<file path="config.mk">
export PLATFORM = sky130hd
export DESIGN_NAME = playseq_unidade_controle
export DESIGN_NICKNAME = d
export VERILOG_FILES = /design/src/rtl/playseq_pkg.sv /design/src/rtl/playseq_timer.sv /design/src/rtl/playseq_unidade_controle.sv
export SDC_FILE = /design/constraint.sdc
export NUM_CORES = 1
export LEC_CHECK = 0
export CORE_ASPECT_RATIO = 1.5
export CORE_MARGIN = 2
export CORE_UTILIZATION = 35
export CTS_BUF_LIST = sky130_fd_sc_hd__clkbuf_8
export CTS_CLUSTER_SIZE = 12
export DETAILED_ROUTE_END_ITERATION = 7
export DONT_BUFFER_PORTS = 1
export HOLD_SLACK_MARGIN = 0.03
export PLACE_DENSITY = 0.49
export SYNTH_ARGS = -nofsm -noshare
export SYNTH_HDL_FRONTEND = slang
export SYNTH_SLANG_ARGS = --single-unit
export TNS_END_PERCENT = 50
</file>
<file path="constraint.sdc">
create_clock -name clock -period 4.33 [get_ports clock]
set_clock_uncertainty 0.1 [all_clocks]
set_input_delay 0.866 -clock clock [delete_from_list [all_inputs] [get_ports clock]]
set_output_delay 0.866 -clock clock [all_outputs]
set_load 0.01 [all_outputs]
</file>
<file path="src/rtl/playseq_pkg.sv">
// playseq_pkg: state encoding and timing constants shared by the play-sequence control unit
package playseq_pkg;
  typedef enum logic [3:0] {
    INICIAL     = 4'h0,
    PREPARA     = 4'h1,
    MOSTRA_LED  = 4'h2,
    MOSTRA_GAP  = 4'h3,
    PROX_MOSTRA = 4'h4,
    ESPERA      = 4'h5,
    REGISTRA    = 4'h6,
    COMPARA     = 4'h7,
    PROX_JOGADA = 4'h8,
    FIM_RODADA  = 4'h9,
    NOVA_RODADA = 4'hA,
    GANHOU      = 4'hB,
    PERDEU      = 4'hC
  } estado_t;
  localparam int TIMEOUT_STEP_S = 5;
  localparam logic [3:0] LIMITE_MAX = 4'd15;
endpackage

</file>
<file path="src/rtl/playseq_timer.sv">
// playseq_timer: up-counter with clear/enable and a terminal-count compare
module playseq_timer #(
  parameter int TW = 24
) (
  input  logic          clock,
  input  logic          reset,
  input  logic          clr,
  input  logic          en,
  input  logic [TW-1:0] fim,
  output logic          done
);
  logic [TW-1:0] cnt;
  always_ff @(posedge clock)
    if (reset || clr) cnt <= '0;
    else if (en) cnt <= cnt + TW'(1);
  assign done = cnt == fim;
endmodule

</file>
<file path="src/rtl/playseq_unidade_controle.sv">
// playseq_unidade_controle: round sequencer of the play-sequence game (show, collect, grow, win/lose)
module playseq_unidade_controle
  import playseq_pkg::*;
#(
  parameter int CLK_HZ   = 50000,
  parameter int T_LED_MS = 500,
  parameter int T_GAP_MS = 500,
  parameter int TW       = 24
) (
  input  logic       clock,
  input  logic       reset,
  input  logic       jogar,
  input  logic [1:0] nivel,
  input  logic [1:0] timeoutD,
  input  logic       ignora_timeout,
  input  logic       jogada,
  input  logic       igual,
  input  logic       fim_end,
  output logic       zera_end,
  output logic       conta_end,
  output logic       registra,
  output logic       mostra,
  output logic [3:0] limite,
  output logic       ganhou,
  output logic       perdeu,
  output logic       conta_vitoria,
  output logic       conta_derrota,
  output logic       db_timeout,
  output logic [3:0] db_estado
);
  // terminal counts are duration-1 because the timer starts at 0 on state entry
  localparam logic [TW-1:0] T_LED = TW'(CLK_HZ * T_LED_MS / 1000 - 1);
  localparam logic [TW-1:0] T_GAP = TW'(CLK_HZ * T_GAP_MS / 1000 - 1);
  localparam logic [TW-1:0] STEP  = TW'(TIMEOUT_STEP_S * CLK_HZ);
  estado_t estado, prox;
  logic jogar_d, rise, done, expira, clr;
  logic [1:0] nivel_lat, td_lat;
  logic [TW-1:0] fim;
  logic [4:0] soma;
  assign rise   = jogar & ~jogar_d;
  assign fim    = estado == MOSTRA_LED ? T_LED :
                  estado == MOSTRA_GAP ? T_GAP : STEP * (TW'(td_lat) + TW'(1)) - TW'(1);
  assign expira = done & ~ignora_timeout;
  assign clr    = prox != estado || (estado == ESPERA && ignora_timeout);
  assign soma   = {1'b0, limite} + {3'b0, nivel_lat} + 5'd1;
  playseq_timer #(.TW(TW)) u_timer (
    .clock(clock),
    .reset(reset),
    .clr  (clr),
    .en   (1'b1),
    .fim  (fim),
    .done (done)
  );
  always_ff @(posedge clock) begin
    if (reset) begin
      estado        <= INICIAL;
      jogar_d       <= 1'b0;
      limite        <= '0;
      nivel_lat     <= '0;
      td_lat        <= '0;
      db_timeout    <= 1'b0;
      conta_vitoria <= 1'b0;
      conta_derrota <= 1'b0;
    end else begin
      estado        <= prox;
      jogar_d       <= jogar;
      conta_vitoria <= prox == GANHOU && estado != GANHOU;
      conta_derrota <= prox == PERDEU && estado != PERDEU;
      if (estado == PREPARA) begin
        nivel_lat  <= nivel;
        td_lat     <= timeoutD;
        limite     <= {2'b0, nivel};
        db_timeout <= 1'b0;
      end
      if (estado == NOVA_RODADA) limite <= soma > 5'd15 ? LIMITE_MAX : soma[3:0];
      if (estado == ESPERA && !jogada && expira) db_timeout <= 1'b1;
    end
  end
  always_comb begin
    prox      = estado;
    zera_end  = 1'b0;
    conta_end = 1'b0;
    registra  = 1'b0;
    mostra    = 1'b0;
    case (estado)
      INICIAL, GANHOU, PERDEU: prox = rise ? PREPARA : estado;
      PREPARA: begin
        zera_end = 1'b1;
        prox     = MOSTRA_LED;
      end
      MOSTRA_LED: begin
        mostra = 1'b1;
        prox   = done ? MOSTRA_GAP : estado;
      end
      MOSTRA_GAP: begin
        zera_end = done & fim_end;
        prox     = !done ? estado : fim_end ? ESPERA : PROX_MOSTRA;
      end
      PROX_MOSTRA: begin
        conta_end = 1'b1;
        prox      = MOSTRA_LED;
      end
      ESPERA: prox = jogada ? REGISTRA : expira ? PERDEU : estado;
      REGISTRA: begin
        registra = 1'b1;
        prox     = COMPARA;
      end
      COMPARA: prox = !igual ? PERDEU : fim_end ? FIM_RODADA : PROX_JOGADA;
      PROX_JOGADA: begin
        conta_end = 1'b1;
        prox      = ESPERA;
      end
      FIM_RODADA: prox = limite == LIMITE_MAX ? GANHOU : NOVA_RODADA;
      NOVA_RODADA: begin
        zera_end = 1'b1;
        prox     = MOSTRA_LED;
      end
      default: prox = INICIAL;
    endcase
  end
  assign ganhou    = estado == GANHOU;
  assign perdeu    = estado == PERDEU;
  assign db_estado = estado;
endmodule

</file>
## Word level (Yosys, flattened, before mapping)

Index checks and enable logic that the tools add are counted.

- Register bits: 40
- Latch bits: 0
- Memory bits (writable): 0
- ROM bits: 0
- Input port bits: 11
- Output and inout bits: 17
- Logic and storage cells: 76
- Memories kept: 0

- $add $sub $neg: 5
- Multiply operators: 1
- Div/mod/pow operators: 0
- Order comparisons: 1
- Equal/unequal tests: 19
- Shift operators: 0
- Multiplexer cells: 21
- Bitwise logic cells: 5
- Reduce and logical (&&, ||, !) cells: 15

Operators with widths:

| operator | count |
|---|---|
| two-way mux 24 bit | 2 |
| one-hot mux 4 bit (9 select lines) | 1 |
| equality test 4 bit (second input constant) | 8 |
| two-way mux 4 bit | 8 |
| adder 24 x 1 -> 24 bit (second input constant) | 1 |
| equality test 24 bit | 1 |
| subtractor 21 x 1 -> 22 bit (second input constant) | 1 |
| multiplier 14 x 3 -> 17 bit (first input constant) | 1 |
| equality test 4 x 3 -> 1 bit (second input constant) | 4 |
| equality test 4 x 2 -> 1 bit (second input constant) | 2 |
| two-way mux 1 bit | 8 |
| inequality test 4 bit (second input constant) | 2 |
| OR reduction 3 bit | 2 |
| adder 4 x 2 -> 5 bit | 1 |
| adder 5 x 1 -> 5 bit (second input constant) | 1 |
| > comparator 5 x 4 -> 1 bit (second input constant) | 1 |
| logical AND 1 bit | 5 |
| equality test 4 x 1 -> 1 bit (second input constant) | 1 |
| zero test 4 bit | 1 |
| inequality test 4 bit | 1 |
| nonzero test 2 bit | 2 |
| OR reduction 2 bit | 2 |
| adder 2 x 1 -> 3 bit (second input constant) | 1 |
| AND 1 bit | 3 |
| other kinds (5) | 7 |

## Depth between registers and ports, before layout

Gate-level depths: netlist of run 1.

- Word-level depth: 13
- Depth in mapped cells: 15
- Gate-level depth less buffers: 12

## Hierarchy

From an unflattened synthesis of run 1, not the netlist that was laid out.

- Cells, all modules: 360
- Area, all modules: 2,912.8 sq um

By module, submodules not included:

| module | instances | cells an instance | area each (sq um) | seq. area each (sq um) |
|---|---|---|---|---|
| playseq_unidade_controle | 1 | 197 | 1,540.2 | 320.3 |
| playseq_timer | 1 | 163 | 1,372.6 | 480.5 |

## Worst setup path before layout of run 1

OpenSTA, ideal clock, no wires.

- Kind: register -> output
- Start point: register td_lat[0]
- End point: output zera_end
- Arrival: 3.013 ns
- Data required time: 3.364 ns
- Path slack: 0.351 ns
- Cell stages (with the launch flop): 14
- Buffers on the path: 2
- Path through: dfxtp_1 > clkbuf_1 > inv_1 > ha_1 > buf_2 > xnor2_1 > ha_1 > xor2_1 > nor3_1 > a2111oi_0 > and4_1 > and3_4 > nand3_1 > nand2_1

- Longest elaborated chain between the ends: 8

RTL lines:

| what | RTL line | source |
|---|---|---|
| from (decl) | playseq_unidade_controle.sv:37 | `logic [1:0] nivel_lat, td_lat;` |
| from (signal assigned) | playseq_unidade_controle.sv:71 | `td_lat <= timeoutD;` |
| adder 2 x 1 -> 3 bit | playseq_unidade_controle.sv:42 | `estado == MOSTRA_GAP ? T_GAP : STEP * (TW'(td_lat) + TW'(1)) - TW'(1);` |
| multiplier 14 x 3 -> 17 bit | playseq_unidade_controle.sv:42 |  |
| subtractor 21 x 1 -> 22 bit | playseq_unidade_controle.sv:42 |  |
| two-way mux 24 bit | playseq_unidade_controle.sv:42 |  |
| two-way mux 24 bit | playseq_unidade_controle.sv:41 | `assign fim = estado == MOSTRA_LED ? T_LED :` |
| equality test 24 bit | playseq_timer.sv:16 | `assign done = cnt == fim;` |
| AND 1 bit | playseq_unidade_controle.sv:96 | `zera_end = done & fim_end;` |
| one-hot mux 1 bit (2 select lines) | playseq_unidade_controle.sv:85 | `case (estado)` |
| to (decl) | playseq_unidade_controle.sv:19 | `output logic zera_end,` |

Every way passes these cells.

## Worst setup path after layout of run 1

- Start point: register td_lat[1]
- End point: output zera_end

The elaborated chain is that of the path after synthesis.

==> results of run 1 <==
how the worst max path moves through the flow:
stage                   start        to  depth (start not counted)
floorplan           td_lat[0]  zera_end                         13
detailed placement  td_lat[0]  zera_end                         11
CTS                 td_lat[0]  zera_end                         11
global placement    td_lat[0]  zera_end                         11
global route        td_lat[1]  zera_end                         11
finish              td_lat[1]  zera_end                         11
stage by stage:
step	setup slack, ns	util	total power [mW]	cells
after floorplan	0.351	-	0.517	373
after global placement	0.553	0.361	0.540	469
after detailed placement	0.467	0.361	0.543	469
after CTS	0.120	0.376	0.893	477
after global routing	0.0267	0.377	0.919	477
final	0.219	0.377	0.876	477
layer usage:
metal	track usage	part of all wire	vias to the layer above
li1	-	-	1344
met1	0.202	0.41	1311
met2	0.336	0.54	56
met3	0.0242	0.032	12
met4	0.0710	0.022	0
met5	0	0	-
worst max-delay path, stage by stage, from the launching register on:
cell and delay (ns):
dfxtp_1 0.43, inv_1 0.12, ha_1 0.32, xnor2_1 0.21, ha_1 0.29, xor2_1 0.30
nor3_1 0.10, a2111oi_1 0.40, and4_1 0.23, and3_4 0.20, nand3_1 0.09, nand2_1 0.15
sequential cells by signal, indices dropped and copies added, names as in the netlist, 2 cells and up:
name	count
nivel_lat	2
u_timer.cnt	24
db_estado	4
td_lat	2
limite	4
cells by family (layout without fill, tap and decap cells):
logic type	Yosys count	after routing	share of synthesized area
AND/OR/NAND/NOR	150	150	0.275
adder cells (fa/ha/maj)	15	15	0.0630
AO/OA/AOI/OAI	89	89	0.223
flip-flops	40	40	0.258
XOR/XNOR	34	34	0.0960
buffers and inverters	41	35	0.0698
multiplexers	4	4	0.0145
power by group through the flow:
stage / logic [mW] / registers (mW) / clock network, mW
2_1_floorplan: 0.126 / 0.392 / 0
3_3_place_gp: 0.143 / 0.397 / 0
3_5_place_dp: 0.146 / 0.397 / 0
4_1_cts: 0.146 / 0.388 / 0.359
5_1_grt: 0.162 / 0.391 / 0.367
6_report: 0.145 / 0.389 / 0.342
final cells by class:
cell class / instances / share of cell area
sequential: 40 / 0.244
timing repair buffer: 8 / 0.0183
clock buffer: 7 / 0.0293
multi-input combinational: 292 / 0.635
inverter: 19 / 0.0217
clock inverter: 1 / 0.00914
tap: 110 / 0.0419
placed cells by master (no fill, tap or decap), types with 17 or more instances in the layout:
| cell | count |
|---|---|
| inv_1 | 19 |
| xnor2_1 | 21 |
| a211oi_2 | 20 |
| nand2_1 | 32 |
| a21oi_1 | 22 |
| dfxtp_1 | 39 |
| nor2_1 | 25 |
| nand3_1 | 17 |
==> impl_results.md, run 1 <==
* Filler instances at 938
* Die area at 9640 um^2
* DP Area at between 3000 and 4000 um^2
* Comb power frac at 0.165
* Switching Share at 0.285
* Max Freq at 243 MHz
* All-layer global routing usage at 0.182
* Hold Path Origin: nivel_lat[0]
* Sequential power share at 0.444
* CTS tree: done
* Post-route ant nets at 0
* Final GP Congestion at 0.952
* Clk sinks at 40
* Worst hold path endpoint: nivel_lat[0]
* Post_cts resized at 0
* Post-synth top area share at 0.258
* Area leader, netlist: dfxtp_1
* Yosys warnings at 0
* Actual slew at the worst max-slew pin at 0.666 ns
* Ports at 28
* WL per Instance at 17.3 um
* CP Capture Type: output pin
* Initial antenna violation count at 0
* Max IR drop VDD at 0.000162 V
* Hold buffer count at CTS at 0
* Cell Area, Synth at 3100 um^2
* Max H-tree Level at 2
* Post-synth top cells: 40 x dfxtp_1, 32 x nand2_1, 25 x nor2_1
* Clock insertion delay at the later pin of the skew report at approximately 0.3 ns
* WP data required at 3.36 ns
* CP Launch Type: flip-flop
* Period minus WS final at a little over 4 ns
* Reg area at ~800 um^2
* TritonCTS Buffers at 5
* Clock transition at path regs at 0.08 ns
* Setup TNS at 0 ns
* Die width at 80.9 um
* Post-Layout Inst Area at 3280 um^2
* R2r endpoint: u_timer.cnt[20]
* Drt via density at about 5.7
* Final period utilization at 0.949
* First-pass DRT Iterations at 4
* Ratio of cells with drive above 1 in the final layout at 0.134
* Worst Hold Slack at 0.361 ns
* # DRC at 0
* Site Rows at 42
* Power density over cell area at 267 nW/um^2
* ANT cells at 0
* Synth unique cells at 63
* Worst Hold Class: reg2reg
* FF+latch count, synth at 40
* Area Growth Syn to Fin at 5.93%
* Final Hold Vio Count at 0
* Count leader, synth: dfxtp_1
* Hold path cells at 2
* Internal at roughly 0.63 mW
* Final count of pins violating max slew at 0
* IO buf count at 0
* Sequential-to-total area share from yosys stat at 0.258
* Max-cap violations at 0
* Mapped Avg Cell Area at 8.31 um^2
* Core Box Area at 8720 um^2
* Root Driver: clkbuf_8
* Number of DRC markers in iteration 0 at 147
* R2r setup slk at about 0.68 ns
* Net Count, Synth at ~400
* FF-to-FF Start: td_lat[1]
* CTS Buffer Depth at 2
* Cell count after synthesis at 373
* Die H at 119 um
* Switching component of the power at 0.249 mW
* Total grt overflow at 0
* Rel. slew slack at 0.556
* Most area-consuming cells after synthesis: dfxtp_1 26%, a211oi_2 8.1%, xnor2_1 5.9%
* Leakage dissipation at 1.07 nW
* Total number of vias at 2723
* Reg2reg path depth at 12
* WL final at between 8000 and 9000 um
* Final setup vio count at 0
* Dominant synthesized flop cell: dfxtp_1
* Vias in the first global route at 2663
* Initial Utilization at 0.355
* Global-route wire length before repair at 13500 um
* RSZ-0062 raised after global routing: no
* Setup CP Type: reg2out
* Post CTS Setup Buffer Count at 0
* Largest net degree at the start of global routing at 27
* Asr flop ratio synth at 0
* Multi-input logic area at roughly 2100 um^2
* Worst-path maximum fanout at 6
* Status: completed
* Fin nets at 392
* Post-synth EDFFs at 0
* Hpwl dp at just over 6000 um
* Clock share of power at 0.391
* Critical path arrival at about 3.1 ns
Power figures use the tool's default switching activity.
==> inputs of run 2 (changes only) <==
--- a/config.mk
+++ b/config.mk
@@ -12,6 +12,7 @@
 export CTS_CLUSTER_SIZE = 12
 export DETAILED_ROUTE_END_ITERATION = 7
 export DONT_BUFFER_PORTS = 1
+export GPL_TIMING_DRIVEN = 0
 export HOLD_SLACK_MARGIN = 0.03
 export PLACE_DENSITY = 0.49
 export SYNTH_ARGS = -nofsm -noshare
==> run 2 against run 1 <==
Hold slack improved by 0.0038 ns. Cell count increased by 3.8%. First-iteration DRC count decreased by 14%. Cell area increased by 6.3%. Register-to-register slack got worse by 0.21 ns. Sequential cell count unchanged. Largest power group unchanged. Sequential power decreased by 1%. Via count increased by 3.3%. Clock power decreased by 24%. Non-clock buffer count increased by 18. Wire length increased by 5.1%.
==> impl_results.md, run 2 (synthesized netlist as in run 1, its figures left out) <==
* Status: completed
* TritonCTS Buffers at 5 (unchanged)
* Root Driver: clkbuf_8
* Max Freq at 239 MHz (-1.6%)
* Internal at 0.555 mW (-11%)
* Actual slew at the worst max-slew pin at 1.14 ns (+0.477 ns)
* Power density over cell area at 236 nW/um^2 (-11%)
* Hold path cells at 2 (unchanged)
* R2r endpoint: u_timer.cnt[3]
* Setup CP Type: reg2out
* Sequential power share at 0.466 (+0.022)
* Ports at 28 (unchanged)
* Fin nets at 410 (+4.6%)
* Cells after DPL at 483 (+3.0%)
* Max H-tree Level at 2 (unchanged)
* WL final at 8690 um (+5.1%)
* Final count of pins violating max slew at 0 (unchanged)
* Leakage dissipation at 1.14 nW (+6.0%)
* Die area at 9640 um^2 (unchanged)
* Final period utilization at 0.964 (+0.0151)
* Initial Utilization at 0.355 (unchanged)
* Vias in the first global route at 2945 (+11%)
* Global-route wire length before repair at 14700 um (+8.6%)
* WL per Instance at 17.6 um (+1.2%)
* Die H at 119 um (unchanged)
* Commonest cells after routing, fill and taps aside: 39 x dfxtp_1, 31 x nand2_1, 25 x nor2_1
* Final Hold Vio Count at 0 (unchanged)
* Largest net degree at the start of global routing at 14 (-48%)
* Clock transition at path regs at 0.08 ns (about the same)
* Total grt overflow at 0 (unchanged)
* Post-layout instance count excluding filler cells at 495 (+3.8%)
* All-layer global routing usage at 0.196 (+0.0142)
* Site Rows at 42 (unchanged)
* First-pass DRT Iterations at 5 (+1)
* Drt via density at 5.68 (-0.45%)
* Clock share of power at 0.316 (-0.075)
* Period minus WS final at 4.18 ns (+0.0653 ns)
* CTS Buffer Depth at 2 (unchanged)
* Post-route ant nets at 0 (unchanged)
* Comb power frac at 0.218 (+0.053)
* Final GP Congestion at 0.894 (-6.2%)
* FF-to-FF Start: td_lat[0]
* Max-cap violations at 0 (unchanged)
* Max reg flops at 24 (unchanged)
* WP data required at 3.36 ns (about the same)
* CP Launch Type: flip-flop
* Clk sinks at 40 (unchanged)
* Switching Share at 0.326 (+0.0416)
* IO buf count at 0 (unchanged)
* # DRC at 0 (unchanged)
* Rel. slew slack at 0.231 (-0.325)
* ANT cells at 0 (unchanged)
* Initial antenna violation count at 0 (unchanged)
* Total number of vias at 2813 (+3.3%)
* Reg area at 805 um^2 (+0.31%)
* Hpwl dp at 6740 um (+9.5%)
* Die width at 80.9 um (unchanged)
* Most flops, register: u_timer.cnt
* Reg2reg path depth at 15 (+3)
* CTS tree: done
* Hold Path Origin: nivel_lat[0]
* Setup TNS at 0 ns (unchanged)
* CP Capture Type: output pin
* Final setup vio count at 0 (unchanged)
* Critical path arrival at 3.21 ns (+0.07 ns)
* Number of DRC markers in iteration 0 at 126 (-14%)
* Worst-path maximum fanout at 10 (+4)
* Multi-input logic area at 2180 um^2 (+4.6%)
* Worst Hold Class: reg2reg
* Core Box Area at 8720 um^2 (unchanged)
* R2r setup slk at 0.47 ns (-0.21 ns)
* Switching component of the power at 0.269 mW (+7.9%)
* Commonest non-fill, non-tap cell in the layout: dfxtp_1
* Ratio of cells with drive above 1 in the final layout at 0.177 (+0.0431)
* Filler instances at 948 (+1.1%)
* Worst hold path endpoint: nivel_lat[0]
* Max IR drop VDD at 0.000176 V (+8.7%)
* Area Growth Syn to Fin at 12.6%
* Clock insertion delay at the later pin of the skew report at 0.31 ns (about the same)
-- run 2: timing repair --
action,4_1_cts,5_1_grt
gates resized for setup,16,9
setup buffers,3,2
pin swaps,2,6
hold buffers,0,0
setup endpoints to repair,27,1
-- run 2: worst max-delay path: stages (launching register included) --
cell,delay (ns)
dfxtp_4,0.37
clkbuf_16,0.16
inv_1,0.08
ha_1,0.34
buf_6,0.17
xnor2_4,0.23
ha_4,0.17
or3b_1,0.36
a21oi_2,0.16
o21ai_2,0.10
mux2i_1,0.17
a21oi_2,0.15
and3_4,0.22
nand3_1,0.11
nand2_2,0.12
-- run 2: final cells by class --
type	count	share of cell area
multi-input combinational	292	0.625
sequential	40	0.230
buffer	21	0.0484
tap	110	0.0394
inverter	19	0.0204
clock buffer	5	0.0197
timing repair buffer	5	0.0108
clock inverter	3	0.00538
-- run 2: how the worst max path moves through the flow --
stage / from / to / slack [ns] / cells after the start
after floorplan: td_lat[0] / zera_end / 0.35 / 13
after global placement: td_lat[0] / zera_end / -0.36 / 13
after detailed placement: td_lat[0] / zera_end / -0.36 / 14
after CTS: td_lat[0] / zera_end / 0.02 / 14
after global routing: td_lat[0] / zera_end / -0.01 / 14
final: td_lat[0] / zera_end / 0.15 / 14
-- run 2: power groups by stage --
stage | combinational [mW] | sequential, mW | clock (mW)
after global routing | 0.196 | 0.386 | 0.282
after CTS | 0.174 | 0.385 | 0.268
after detailed placement | 0.162 | 0.394 | 0
after floorplan | 0.126 | 0.392 | 0
after global placement | 0.160 | 0.394 | 0
final | 0.180 | 0.384 | 0.260
-- run 2: stage by stage --
stage / power (mW) / hold slack, ns / cell area, um^2 / setup WS [ns] / utilization
detailed placement: 0.556 / 0.357 / 3240 / -0.360 / 0.371
global route: 0.864 / 0.394 / 3490 / -0.0129 / 0.400
CTS: 0.826 / 0.370 / 3430 / 0.0214 / 0.393
finish: 0.824 / 0.364 / 3490 / 0.154 / 0.400
floorplan: 0.517 / 0.336 / 3100 / 0.351 / -
global placement: 0.554 / 0.349 / 3240 / -0.362 / 0.371
-- run 2: per-layer routing --
layer  GRT usage  vias up  part of all wire
met5           0        -                 0
met4      0.0900        0             0.044
met3      0.0318       24             0.038
met2       0.366       90              0.54
met1       0.205     1325              0.38
li1            -     1374                 -
==> inputs of run 3 (changes only) <==
--- a/config.mk
+++ b/config.mk
@@ -15,6 +15,7 @@
 export GPL_TIMING_DRIVEN = 0
 export HOLD_SLACK_MARGIN = 0.03
 export PLACE_DENSITY = 0.49
+export SETUP_SLACK_MARGIN = 0.2
 export SYNTH_ARGS = -nofsm -noshare
 export SYNTH_HDL_FRONTEND = slang
 export SYNTH_SLANG_ARGS = --single-unit
==> run 3 against run 2 <==
Register-to-register slack gained 0.13 ns. Die area unchanged. Via count decreased by 0.36%. First-iteration DRC count shrank 4.8%. Critical endpoint unchanged. Sequential power hardly changed. Combinational power barely moved. Sequential cell count unchanged. Count of clock-buffer cells in the layout is the same. Global-route usage grew 0.077 points. Fmax up 4.7%. Highest routed layer unchanged. Clock power is essentially flat.
==> impl_results.md, run 3 (synthesized netlist as in run 1, its figures left out) <==
* ANT cells at 0 (unchanged)
* Die H at 119 um (unchanged)
* Worst Hold Class: reg2reg
* Crit path max-delay cell type: dfxtp_4
* Area Growth Syn to Fin at 13.6%
* Setup TNS at 0 ns (unchanged)
* Final GP Congestion at 0.894 (unchanged)
* Post-route ant nets at 0 (unchanged)
* Most flops, register: u_timer.cnt
* Max reg flops at 24 (unchanged)
* First-pass DRT Iterations at 4 (-1)
* Number of DRC markers in iteration 0 at 120 (-4.8%)
* Core Box Area at 8720 um^2 (unchanged)
* Critical path arrival at 3.02 ns (-0.19 ns)
* Clock transition at path regs at 0.08 ns (about the same)
* CP max stage delay at 0.37 ns (about the same)
* Total grt overflow at 0 (unchanged)
* All-layer global routing usage at 0.197 (+0.000770)
* CTS tree: done
* Final setup vio count at 0 (unchanged)
* Rel. slew slack at 0.238 (+0.00703)
* Leakage dissipation at 1.15 nW (+1.5%)
* # DRC at 0 (unchanged)
* Hold buffer count at CTS at 0 (unchanged)
* Clock insertion delay at the later pin of the skew report at 0.31 ns (about the same)
* Hpwl dp at 6740 um (unchanged)
* Power density over cell area at 234 nW/um^2 (-0.78%)
* Site Rows at 42 (unchanged)
* Critical path, cell by cell: clkbuf_16, clkinvlp_4, ha_4, buf_6, xnor2_4, ha_4, or3b_1, a21oi_2, o21ai_2, mux2i_1, a21oi_2, and3_4, nand3_2, nand2_2
* Root Driver: clkbuf_8
* TritonCTS Buffers at 5 (unchanged)
* Period minus WS final at 3.99 ns (-0.189 ns)
* Setup CP Type: reg2out
* Die width at 80.9 um (unchanged)
* WP data required at 3.36 ns (about the same)
* Max-cap violations at 0 (unchanged)
* Fin nets at 413 (+0.73%)
* Crit path max-delay family: simple AND/OR/NAND/NOR gates
* Ports at 28 (unchanged)
* Status: completed
* Finished Core Util at 0.404 (+0.00359)
* Final Hold Vio Count at 0 (unchanged)
* Final count of pins violating max slew at 0 (unchanged)
* CTS Buffer Depth at 2 (unchanged)
* RSZ-0062 raised after global routing: no
* Final period utilization at 0.921 (-0.0437)
* Worst Path Buf+Inv at 3 (unchanged)
* Commonest cells after routing, fill and taps aside: 38 x dfxtp_1, 31 x nand2_1, 24 x nor2_1
* Max H-tree Level at 2 (unchanged)
* CP Capture Type: output pin
* Initial Utilization at 0.355 (unchanged)
* Global-route wire length before repair at 14800 um (+0.57%)
* Drt via density at 5.63 (-0.96%)
* Ratio of cells with drive above 1 in the final layout at 0.193 (+0.0167)
* Max Freq at 251 MHz (+4.7%)
* IO buf count at 0 (unchanged)
* Actual slew at the worst max-slew pin at 1.13 ns (-0.0104 ns)
* Cells after DPL at 483 (unchanged)
* Initial antenna violation count at 0 (unchanged)
* Post-layout instance count excluding filler cells at 498 (+0.61%)
* Die area at 9640 um^2 (unchanged)
* Clk sinks at 40 (unchanged)
* Worst Hold Slack at 0.364 ns (-0.000109 ns)
* WL per Instance at 17.5 um (-0.51%)
* Vias in the first global route at 2959 (+0.48%)
* Total number of vias at 2803 (-0.36%)
* Commonest non-fill, non-tap cell in the layout: dfxtp_1
* Total power at 0.825 mW (+0.11%)
* Worst-path maximum fanout at 10 (unchanged)
* CP Launch Type: flip-flop
* WL final at 8700 um (about the same)
* Largest net degree at the start of global routing at 14 (unchanged)
* Max IR drop VDD at 0.000176 V (+0.14%)
run 3: changes by cell type in the layout (fill, tap and decap cells not counted):
cell | previous run | this run
buf_4 | 6 | 8
clkbuf_2 | 0 | 1
clkinvlp_4 | 0 | 1
dfxtp_1 | 39 | 38
dfxtp_2 | 0 | 1
ha_2 | 1 | 0
ha_4 | 2 | 3
inv_1 | 19 | 18
nand3_1 | 17 | 16
nand3_2 | 0 | 1
nor2_1 | 25 | 24
nor2_2 | 0 | 1
xor2_2 | 0 | 1
xor2_4 | 1 | 0
run 3: metrics by stage:
step / cell area [um^2] / setup WS (ns)
final: 3520 / 0.343
after global routing: 3520 / 0.191
after CTS: 3480 / 0.218
after detailed placement: 3240 / -0.360
after global placement: 3240 / -0.362
after floorplan: 3100 / 0.351
run 3: worst paths after layout:
| path | startpoint | endpoint | cells after the start | slack, ns |
|---|---|---|---|---|
| min reg2reg | nivel_lat[0] | nivel_lat[0] | 2 | 0.36 |
| max | td_lat[0] | zera_end | 14 | 0.34 |
| min | nivel_lat[0] | nivel_lat[0] | 2 | 0.36 |
| max reg2reg | td_lat[0] | u_timer.cnt[3] | 17 | 0.60 |
run 3: worst register-to-register path, delay by kind of cell, from the launching register on:
kind | cells | cell delay (ns)
compound gates | 6 | 1.28
xor+xnor | 1 | 0.15
fa+ha+maj | 2 | 0.43
buf+inv | 6 | 0.86
flops | 1 | 0.37
mux | 1 | 0.28
simple gates | 1 | 0.17
run 3: routing by layer:
layer | GRT usage | wire length (um) | vias to the layer above
met5 | 0 | 0 | -
met4 | 0.0879 | 284 | 0
met3 | 0.0303 | 295 | 16
met2 | 0.369 | 4800 | 66
met1 | 0.207 | 3320 | 1340
li1 | - | - | 1381
run 3: where the power goes:
part | switching (mW) | internal [mW] | leakage [nW]
Clock | 0.147 | 0.113 | 0.0479
Sequential | 0.00897 | 0.375 | 0.325
Combinational | 0.112 | 0.0691 | 0.781
Total | 0.268 | 0.557 | 1.15
run 3: layout make-up:
type | count | area [um^2]
clock inverters | 3 | 18.8
multi-input cells | 292 | 2190
inverters | 19 | 75.1
repair buffers | 7 | 52.6
flip-flops and latches | 40 | 806
clock buffers | 5 | 68.8
plain buffers | 22 | 174
fillers | 943 | 5200
well taps | 110 | 138
run 3: what timing repair did:
item	in CTS	in global routing
pin swaps	6	6
setup endpoints to repair	29	1
setup buffers	5	2
gates resized for setup	24	5
